<file path="config.mk">
export PLATFORM = sky130hd
export DESIGN_NAME = pc_16bit_chip
export DESIGN_NICKNAME = d
export VERILOG_FILES = /design/src/rtl/chips_pkg.sv /design/src/rtl/jump_cond_chip.sv /design/src/rtl/pc_16bit_chip.sv
export SDC_FILE = /design/constraint.sdc
export NUM_CORES = 1
export LEC_CHECK = 0
export ABC_AREA = 1
export CORE_MARGIN = 3
export CORE_UTILIZATION = 25
export DETAILED_ROUTE_END_ITERATION = 8
export PLACE_DENSITY = 0.46
export SLEW_MARGIN = 10
export SYNTH_ARGS = -nofsm -noshare
export SYNTH_HDL_FRONTEND = slang
export SYNTH_HIERARCHICAL = 1
export SYNTH_SLANG_ARGS = --single-unit
export TNS_END_PERCENT = 50
</file>
<file path="constraint.sdc">
create_clock -name clk -period 4.2 [get_ports clk]
set_clock_uncertainty 0.15 [all_clocks]
set_input_delay 0.84 -clock clk [delete_from_list [all_inputs] [get_ports clk]]
set_output_delay 0.84 -clock clk [all_outputs]
set_load 0.03 [all_outputs]
</file>
<file path="src/rtl/chips_pkg.sv">
// rtl/chips_pkg.sv - shared types and constants for the Hack-style PC chips
package chips_pkg;

  typedef enum logic [0:0] {
    RUN  = 1'b0,
    HALT = 1'b1
  } pc_state_e;

  // Bit positions inside jbits = {j1, j2, j3}
  localparam int unsigned J_NG  = 2;
  localparam int unsigned J_ZR  = 1;
  localparam int unsigned J_POS = 0;

  localparam logic [15:0] PC_RESET_VECTOR = 16'h0000;

endpackage

</file>
<file path="src/rtl/jump_cond_chip.sv">
// rtl/jump_cond_chip.sv - combinational Hack jump-condition evaluator
module jump_cond_chip
  import chips_pkg::*;
(
  input  logic [2:0] jbits,
  input  logic       zr,
  input  logic       ng,
  input  logic       jmp_en,
  output logic       cond
);

  // zr=ng=1 cannot come from the ALU but is evaluated literally anyway
  assign cond = jmp_en & ((jbits[J_NG]  & ng) |
                          (jbits[J_ZR]  & zr) |
                          (jbits[J_POS] & ~ng & ~zr));

endmodule

</file>
<file path="src/rtl/pc_16bit_chip.sv">
// rtl/pc_16bit_chip.sv - program counter with conditional jump, RUN-cycle counter and end-loop halt detection
module pc_16bit_chip
  import chips_pkg::*;
#(
  parameter int                WIDTH        = 16,
  parameter logic [WIDTH-1:0]  RESET_VECTOR = WIDTH'(PC_RESET_VECTOR),
  parameter int                HALT_DETECT  = 1
) (
  input  logic             clk,
  input  logic             reset,
  input  logic [WIDTH-1:0] in,
  input  logic             load,
  input  logic             inc,
  input  logic             clear,
  input  logic             jmp_en,
  input  logic [2:0]       jbits,
  input  logic             zr,
  input  logic             ng,
  output logic [WIDTH-1:0] out,
  output logic             jumped,
  output logic             halted,
  output logic [WIDTH-1:0] cycles
);

  logic [WIDTH-1:0] pc_q, pc_d;
  logic [WIDTH-1:0] cyc_q, cyc_d;
  logic             jumped_q, jumped_d;
  pc_state_e        state_q, state_d;
  logic             cond;
  logic             ld;
  logic             end_loop;

  jump_cond_chip u_jump_cond (
    .jbits  (jbits),
    .zr     (zr),
    .ng     (ng),
    .jmp_en (jmp_en),
    .cond   (cond)
  );

  assign ld = load | cond;

  // "@END; 0;JMP" targets itself, "(END) 0;JMP" targets the previous word
  assign end_loop = (in == pc_q) || (in == (pc_q - WIDTH'(1)));

  always_comb begin
    pc_d     = pc_q;
    cyc_d    = cyc_q;
    state_d  = state_q;
    jumped_d = 1'b0;
    if (state_q == HALT) begin
      if (clear) begin
        pc_d    = RESET_VECTOR;
        cyc_d   = '0;
        state_d = RUN;
      end
    end else begin
      jumped_d = cond & ~clear;
      if (clear) begin
        pc_d  = RESET_VECTOR;
        cyc_d = '0;
      end else begin
        if (ld) begin
          pc_d = in;
        end else if (inc) begin
          pc_d = pc_q + WIDTH'(1);
        end
        if (cyc_q != {WIDTH{1'b1}}) begin
          cyc_d = cyc_q + WIDTH'(1);
        end
        if ((HALT_DETECT != 0) && cond && end_loop) begin
          state_d = HALT;
        end
      end
    end
  end

  always_ff @(posedge clk or posedge reset) begin
    if (reset) begin
      pc_q     <= RESET_VECTOR;
      cyc_q    <= '0;
      jumped_q <= 1'b0;
      state_q  <= RUN;
    end else begin
      pc_q     <= pc_d;
      cyc_q    <= cyc_d;
      jumped_q <= jumped_d;
      state_q  <= state_d;
    end
  end

  assign out    = pc_q;
  assign cycles = cyc_q;
  assign jumped = jumped_q;
  assign halted = (state_q == HALT);

endmodule
</file>
Yosys cells after proc, flatten, opt, wreduce, memory -nomap -nowiden
Cells that the tools add are included.
{ "word_totals": {"ff_bits": 34, "output_inout_bits": 34, "elab_cells": 42} }
{ "op_classes": {"addsub": 3, "n_eq_ne": 4, "muxes": 13, "n_bitwise": 12, "reduce_logical": 6} }
{ "ops": {"columns": ["op", "count"], "rows": [
  ["two-way mux 16 bit", 8],
  ["adder 16 x 1 -> 16 bit, second input constant", 2],
  ["== test 16 bit", 2],
  ["!= test 16 bit, second input constant", 1],
  ["subtractor 16 x 1 -> 16 bit, second input constant", 1],
  ["AND 1 bit", 6],
  ["two-way mux 1 bit", 5],
  ["AND reduction 2 bit", 2],
  ["NOT 1 bit", 3],
  ["bitwise OR 1 bit", 3],
  ["nonzero test 3 bit", 1],
  ["!= test 2 bit, second input constant", 1],
  ["nonzero test 2 bit", 1],
  ["logical AND 1 bit", 1],
  ["logical OR 1 bit", 1]
]} }

Depth between registers and ports, before layout
Gate-level depths: netlist (run 1).
{ "depth": {"word_depth": 9, "depth_mapped": 14, "mapped_depth_nobuf": 14} }

Modules after synthesis
The synthesis (run 1) kept the hierarchy.
{ "modules_own_cells": {"columns": ["mod", "instances", "cells_each", "area_each_um2"], "rows": [
  ["pc_16bit_chip", 1, 410, 2742.6],
  ["jump_cond_chip", 1, 9, 40.0]
]} }

Worst setup path after synthesis (run 1)
No wires, ideal clock.
{ "synth_timing": {"path_type": "input port to flip-flop", "from": "input port jbits[1]", "to": "register pc_q[9], in the netlist out[9]", "arrival_ps": 1875, "t_required_ps": 3920, "slack_ps": 2045, "path_stages": 10, "n_path_buf": 2, "cell_sequence": "nand2_1 > nand2_1 > inv_1 > a21oi_2 > nor2_1 > clkbuf_1 > buf_2 > nand3_1 > o211ai_1 > o21ai_0"} }
{ "synth_between": {"elab_chain_len": 8, "word_cells_on_any_way": 10} }
{ "synth_lines": {"columns": ["item", "line", "rtl"], "rows": [
  ["start: declaration", "pc_16bit_chip.sv:16", "input logic [2:0] jbits,"],
  ["AND 1 bit *", "jump_cond_chip.sv:14", "(jbits[J_ZR] & zr) |"],
  ["bitwise OR 1 bit *", "jump_cond_chip.sv:13", "assign cond = jmp_en & ((jbits[J_NG] & ng) |"],
  ["bitwise OR 1 bit *", "jump_cond_chip.sv:14", null],
  ["AND 1 bit *", "jump_cond_chip.sv:13", null],
  ["net cond", "pc_16bit_chip.sv:29", "logic cond;"],
  ["bitwise OR 1 bit *", "pc_16bit_chip.sv:41", "assign ld = load | cond;"],
  ["two-way mux 16 bit", "pc_16bit_chip.sv:63", "if (ld) begin"],
  ["two-way mux 16 bit", "pc_16bit_chip.sv:59", "if (clear) begin"],
  ["two-way mux 16 bit", "pc_16bit_chip.sv:51", "if (state_q == HALT) begin"],
  ["end signal: assignment", "pc_16bit_chip.sv:85", "pc_q <= pc_d;"],
  ["end: declaration", "pc_16bit_chip.sv:25", "logic [WIDTH-1:0] pc_q, pc_d;"]
]} }
Mark *: on every way through the listed nets, which the timed path passes. The rest lies on a longest branch.
A chain may end at the register's enable or synchronous reset.

Worst setup path in the final report (run 1)
{ "layout_timing": {"from": "input port zr", "to": "register pc_q[7], in the netlist out[7]"} }
{ "layout_between": {"elab_chain_len": 8, "word_cells_on_any_way": 12} }
{ "layout_lines": {"columns": ["item", "line", "rtl"], "rows": [
  ["start: declaration", "pc_16bit_chip.sv:17", "input logic zr,"],
  ["AND 1 bit / NOT 1 bit (equally long branches)", "jump_cond_chip.sv:14, jump_cond_chip.sv:15", null],
  ["bitwise OR 1 bit / AND 1 bit (equally long branches)", "jump_cond_chip.sv:13, jump_cond_chip.sv:15", null],
  ["bitwise OR 1 bit *", "jump_cond_chip.sv:14", null],
  ["AND 1 bit *", "jump_cond_chip.sv:13", null],
  ["net cond", "pc_16bit_chip.sv:29", null],
  ["bitwise OR 1 bit *", "pc_16bit_chip.sv:41", null],
  ["two-way mux 16 bit", "pc_16bit_chip.sv:63", null],
  ["two-way mux 16 bit", "pc_16bit_chip.sv:59", null],
  ["two-way mux 16 bit", "pc_16bit_chip.sv:51", null]
]} }
Marks and branches as above.

==> results of run 1 <==
-- worst max-delay path, stage by stage --
cell	delay, ns
clkdlybuf4s50_1	0.47
nand2_1	0.05
nand2_1	0.06
inv_1	0.04
a21oi_2	0.15
nor2_2	0.04
buf_4	0.22
a21oi_2	0.14
buf_4	0.23
nand2_2	0.18
inv_1	0.26
o21ai_0	0.13
o22ai_1	0.14
-- metal layers --
layer  GRT usage, %  vias to the layer above
met5              0                        -
met4          3.244                        0
met3          3.043                       10
met2          22.76                       73
met1          19.28                     1301
li1               -                     1451
-- state kept, by name (all words and copies together) (netlist names) --
signal	count
out	16
jumped	1
halted	1
cycles	16
-- synth_stat cells (4+ instances only) --
| cell type | number |
|---|---|
| a21oi_1 | 14 |
| buf_2 | 5 |
| buf_6 | 4 |
| clkbuf_1 | 4 |
| dfrtp_1 | 34 |
| inv_1 | 58 |
| nand2_1 | 104 |
| nand2_2 | 7 |
| nand3_1 | 23 |
| nand3b_1 | 4 |
| nand4_1 | 10 |
| nor2_1 | 52 |
| nor2_2 | 7 |
| nor3_1 | 4 |
| o21ai_0 | 24 |
| o21ai_1 | 8 |
| o22ai_1 | 11 |
| xnor2_1 | 13 |
| xor2_1 | 9 |
-- worst min-delay path by stage --
stage               cells past startpoint  startpoint          to
floorplan                               2   cycles[8]   cycles[8]
global placement                        2  cycles[13]  cycles[13]
detailed placement                      2  cycles[13]  cycles[13]
CTS                                     2  cycles[13]  cycles[13]
global route                            2   cycles[8]   cycles[8]
finish                                  2  cycles[13]  cycles[13]
-- cell type report --
type / count / area (um2) / share of cell area (%)
multi-input cells: 311 / 1613 / 44.99
flip-flops and latches: 34 / 850.8 / 23.73
repair buffers: 63 / 623.1 / 17.38
inverters: 59 / 221.5 / 6.178
well taps: 136 / 170.2 / 4.747
clock buffers: 7 / 76.32 / 2.129
clock inverters: 1 / 30.03 / 0.8377
-- placed cells by master, fill, tap and decap left out, types with 2 or more instances in the layout --
cell	Yosys	layout
nand2_1	104	104
clkbuf_1	4	2
nor2_4	2	2
o21ai_0	24	24
inv_1	58	58
o22ai_1	11	11
nand2_2	7	7
nor3_1	4	4
xnor2_1	13	13
nand3b_1	4	4
clkbuf_8	0	5
o211ai_1	2	2
a21oi_2	2	2
dfrtp_1	34	34
nand4_1	10	10
a21oi_1	14	14
nor2_2	7	8
clkdlybuf4s50_1	0	60
o21ai_1	8	8
xor2_1	9	9
buf_4	2	3
nand3_1	23	23
nor2_1	52	51
ha_1	3	3
-- cells by family after synthesis --
family / count (synthesis)
adders and majority gates: 3
xor gates and xnor gates: 22
DFF: 34
buffers and inverters: 74
and+or+nand+nor: 220
AOI/OAI and AO/OA: 66
-- metrics by stage --
step           std cells  total power, mW
3_5_place_dp         603           0.7310
6_report             611            1.028
3_3_place_gp         603           0.7302
4_1_cts              611            1.039
2_1_floorplan        419           0.6120
5_1_grt              611            1.098
-- power by group through the flow --
| stage | clock network, mW | registers, mW | logic, mW |
|---|---|---|---|
| 2_1_floorplan | 0 | 0.406 | 0.206 |
| 3_3_place_gp | 0 | 0.398 | 0.332 |
| 3_5_place_dp | 0 | 0.398 | 0.333 |
| 4_1_cts | 0.313 | 0.391 | 0.335 |
| 5_1_grt | 0.328 | 0.396 | 0.374 |
| 6_report | 0.305 | 0.391 | 0.332 |
==> impl_metrics.ini, run 1 <==
[drt]
via_per_inst = 4.640
route.detailed.drc = 0
wl_met1_um = 4027
dr_total_vias = 2835
dr.max_layer_used = met4
dr_wl_met3_um = 367
avgRoutedWirePerCell_um = 14.06
antenna_left = 0
routed_wl_um = 8590
dr.pass1.iters = 4
routed-wl-met2_um = 4083
drtIter0Drc = 215

[layout]
design_area_mm2 = 0.003585
nets = 504
area_delta_synth_final_pct = 28.82
diodes = 0
final_core_util_pct = 33.96
n_fill_cell = 1152
drive_above_1_share_pct = 7.158

[timing]
setup_slack_ns = 1.296
max_slew_margin_pct = 62.98
drv_slew = 0
fmax_ghz = 0.3444
finalHoldViolCount = 0
worst_pin_slew_ns = 0.5533
fin_tns_setup_ns = 0
rsz0062_at_grt = no
setup_viol = 0
period_share_pct = 69.14
hold_slack_ns = 0.3729
layout_min_cycle_time_ns = 2.904

[setup_path]
r2r_end = halted
rrSetupSlack_ns = 1.98
reg2reg_depth = 12
cp-start-kind = input port
crit_start = zr
worstSetupPathType = in2reg
cp-end-kind = flop
r2r-start = out[0]
crit_arrival_ns = 2.96
endpoint = out[7]
crit_fanout = 29
required_ns = 4.25

[clock_tree]
cts.sinks = 34
cts_resized = 0
insertion_delay_ns = 0.29
root_buffer = clkbuf_8
cts_setup_buffers = 0
htree_levels = 2
tritoncts = done
clkSlewWorstSetupHoldPaths_ns = 0.07
postCtsHoldBufs = 0
cts_buffers = 5
ctsLongestPathBuffers = 2

[power_and_ir_drop]
p_int_mw = 0.6535
power_leakage_nw = 1.636
p_sw_share_pct = 36.42
p_comb_share_pct = 32.3
vdd_drop_max_mv = 0.09723
powerDensity_mw_per_mm2 = 286.7
p_seq_share_pct = 38.0
net-switching-power_mw = 0.3743
p_clk_share_pct = 29.7

[grt]
antenna_found_initial = 0
overflow = 0
first_global_vias = 2810
grt_max_degree = 35
grt_pass1_wl_um = 14250
grt_usage_pct = 14.08

[synthesis]
ys_async_sr_fraction_pct = 100.0
synth_edf_count = 0
synth_fa_ha_area_share_pct = 1.349
mappedNetlistNets = 449
synth.cell_area_mm2 = 0.002783
yosys.area.top_type = dfrtp_1
yosys-mux-area-fraction_pct = 0
ys.flop_type = dfrtp_1
ys_ff_latch = 34
synth.distinct_cells = 37
synth_top_area_share_pct = 30.58
synth_top_family_by_area = simple AND/OR/NAND/NOR gates
ys_top_cells_by_area = dfrtp_1, nand2_1, inv_1
synth_seq_area_share_pct = 30.58
netlist_instances = 419
synth_compound_area_share_pct = 13.44
ys_warn_count = 6
synth_xor_area_share_pct = 6.924
synth-simple-area-share_pct = 36.15
avgSynthCellArea_um2 = 6.641

[placed_design]
globalplace.congestion = 0.8351
dp_hpwl_um = 6772
io_buffers = 60
pre_cts_slack_ns = 1.025
place_area_mm2 = 0.003478

[hold_path]
min_path_type = reg2reg

[die]
ios = 61
core-area_mm2 = 0.01056
start_util_pct = 26.36
die_y_um = 111.5
core.rowCount = 37
die_area_mm2 = 0.01243
die_x_um = 111.5

[run_status]
status = finished clean

[run]
maxCapViolations = 0
(Power assumes the default switching activity.)
==> run 2: changes to the inputs <==
--- a/config.mk
+++ b/config.mk
@@ -9,7 +9,7 @@
 export CORE_MARGIN = 3
 export CORE_UTILIZATION = 25
 export DETAILED_ROUTE_END_ITERATION = 8
-export PLACE_DENSITY = 0.46
+export PLACE_DENSITY = 0.48
 export SLEW_MARGIN = 10
 export SYNTH_ARGS = -nofsm -noshare
 export SYNTH_HDL_FRONTEND = slang
==> constraint.sdc (replaced) <==
create_clock -name clk -period 2.5 [get_ports clk]
set_clock_uncertainty 0.15 [all_clocks]
set_input_delay 0.5 -clock clk [delete_from_list [all_inputs] [get_ports clk]]
set_output_delay 0.5 -clock clk [all_outputs]
set_load 0.03 [all_outputs]
==> impl_metrics.ini, run 2 (synthesis gave the netlist of run 1 again) <==
[setup_path]
crit_start = out[8]
path_cells = clkdlybuf4s50_1
critPathMaxStageDelay_ns = 0.78
required_ns = 1.85
rrSetupSlack_ns = 0.32
crit_arrival_ns = 1.65
cp-end-kind = output pin
crit_buf_inv = 1
cp-start-kind = flop
worstSetupPathType = reg2out
crit_fanout = 10
r2r_end = halted
reg2reg_depth = 14
path_delay_family = buffers and inverters
cp_slowest_cell = clkdlybuf4s50_1
r2r-start = out[0]

[hold_path]
hp-start = halted
hold_end = jumped
min_path_type = reg2reg
holdPathStages = 1

[placed_design]
dpl.cell_count = 608
io_buffers = 60
globalplace.congestion = 0.8781
dp_hpwl_um = 6600

[timing]
hold_slack_ns = 0.3853
setup_viol = 0
period_share_pct = 92.06
finalHoldViolCount = 0
rsz0062_at_grt = no
worst_pin_slew_ns = 0.4649
max_slew_margin_pct = 69.01
drv_slew = 0
fmax_ghz = 0.4345
layout_min_cycle_time_ns = 2.301
fin_tns_setup_ns = 0

[die]
die_area_mm2 = 0.01243
die_x_um = 111.5
core.rowCount = 37
core-area_mm2 = 0.01056
start_util_pct = 26.36
die_y_um = 111.5
ios = 61

[drt]
dr_total_vias = 2818
route.detailed.drc = 0
dr.pass1.iters = 6
drtIter0Drc = 122
routed_wl_um = 8358
via_per_inst = 4.575
avgRoutedWirePerCell_um = 13.57
antenna_left = 0

[run]
maxCapViolations = 0

[clock_tree]
cts_setup_buffers = 0
cts_resized = 0
cts.sinks = 34
root_buffer = clkbuf_8
insertion_delay_ns = 0.28
tritoncts = done
ctsLongestPathBuffers = 2
clkSlewWorstSetupHoldPaths_ns = 0.08
cts_buffers = 5
htree_levels = 2
postCtsHoldBufs = 0

[layout]
nets = 509
instances_no_fill = 616
final_cell_mix = nand2_1, clkdlybuf4s50_1, inv_1
n_fill_cell = 1160
mostFrequentLayoutCell = nand2_1
diodes = 0
area_delta_synth_final_pct = 31.47
drive_above_1_share_pct = 8.542

[grt]
grt_util_met1_pct = 18.36
first_global_vias = 2761
grtUsageMet3_pct = 2.446
overflow = 0
grt_most_used_layer = met2
antenna_found_initial = 0
grt_usage_pct = 13.56
grt_pass1_wl_um = 13970
grt_max_degree = 35
grtUsageMet2_pct = 22.84

[power_and_ir_drop]
power_leakage_nw = 1.680
vdd_drop_max_mv = 0.1925
powerDensity_mw_per_mm2 = 508.5

[run_status]
status = finished clean
## run 2: power breakdown
part	internal, mW	switching, mW
Combinational	0.226	0.338
Clock	0.426	0.222
Sequential	0.579	0.0686
Total	1.23	0.629
## run 2: area by class of cell
type	count	area (um2)	share of cell area, %
multi-input cells	311	1613	44.08
flip-flops and latches	34	850.8	23.26
clock inverters	2	60.06	1.642
clock buffers	6	82.58	2.257
inverters	59	221.5	6.053
repair buffers	68	660.6	18.06
well taps	136	170.2	4.651
## run 2: stage by stage
stage / utilization, % / total power, mW / area [um2] / worst slack (ns)
after floorplan: - / 1.028 / 2783 / 0.5902
after global placement: 33.31 / 1.226 / 3516 / 0.1749
after detailed placement: 33.31 / 1.228 / 3516 / 0.1015
after CTS: 34.66 / 1.887 / 3659 / 0.1759
after global routing: 34.66 / 1.985 / 3659 / 0.02882
final: 34.66 / 1.860 / 3659 / 0.1986
## run 2: how the worst max path moves through the flow
stage                 to  slack, ns  depth (start not counted)
6_report          out[8]       0.20                          1
3_5_place_dp   cycles[6]       0.10                          8
5_1_grt           halted       0.03                         14
2_1_floorplan     halted       0.59                         14
3_3_place_gp   cycles[6]       0.17                          8
4_1_cts           out[8]       0.18                          1
## run 2: per-layer routing
metal,wire length (um),share of wire [%],vias up
li1,-,-,1461
met1,3950,47,1290
met2,4001,48,63
met3,359,4.3,4
met4,46,0.55,0
met5,0,0,-
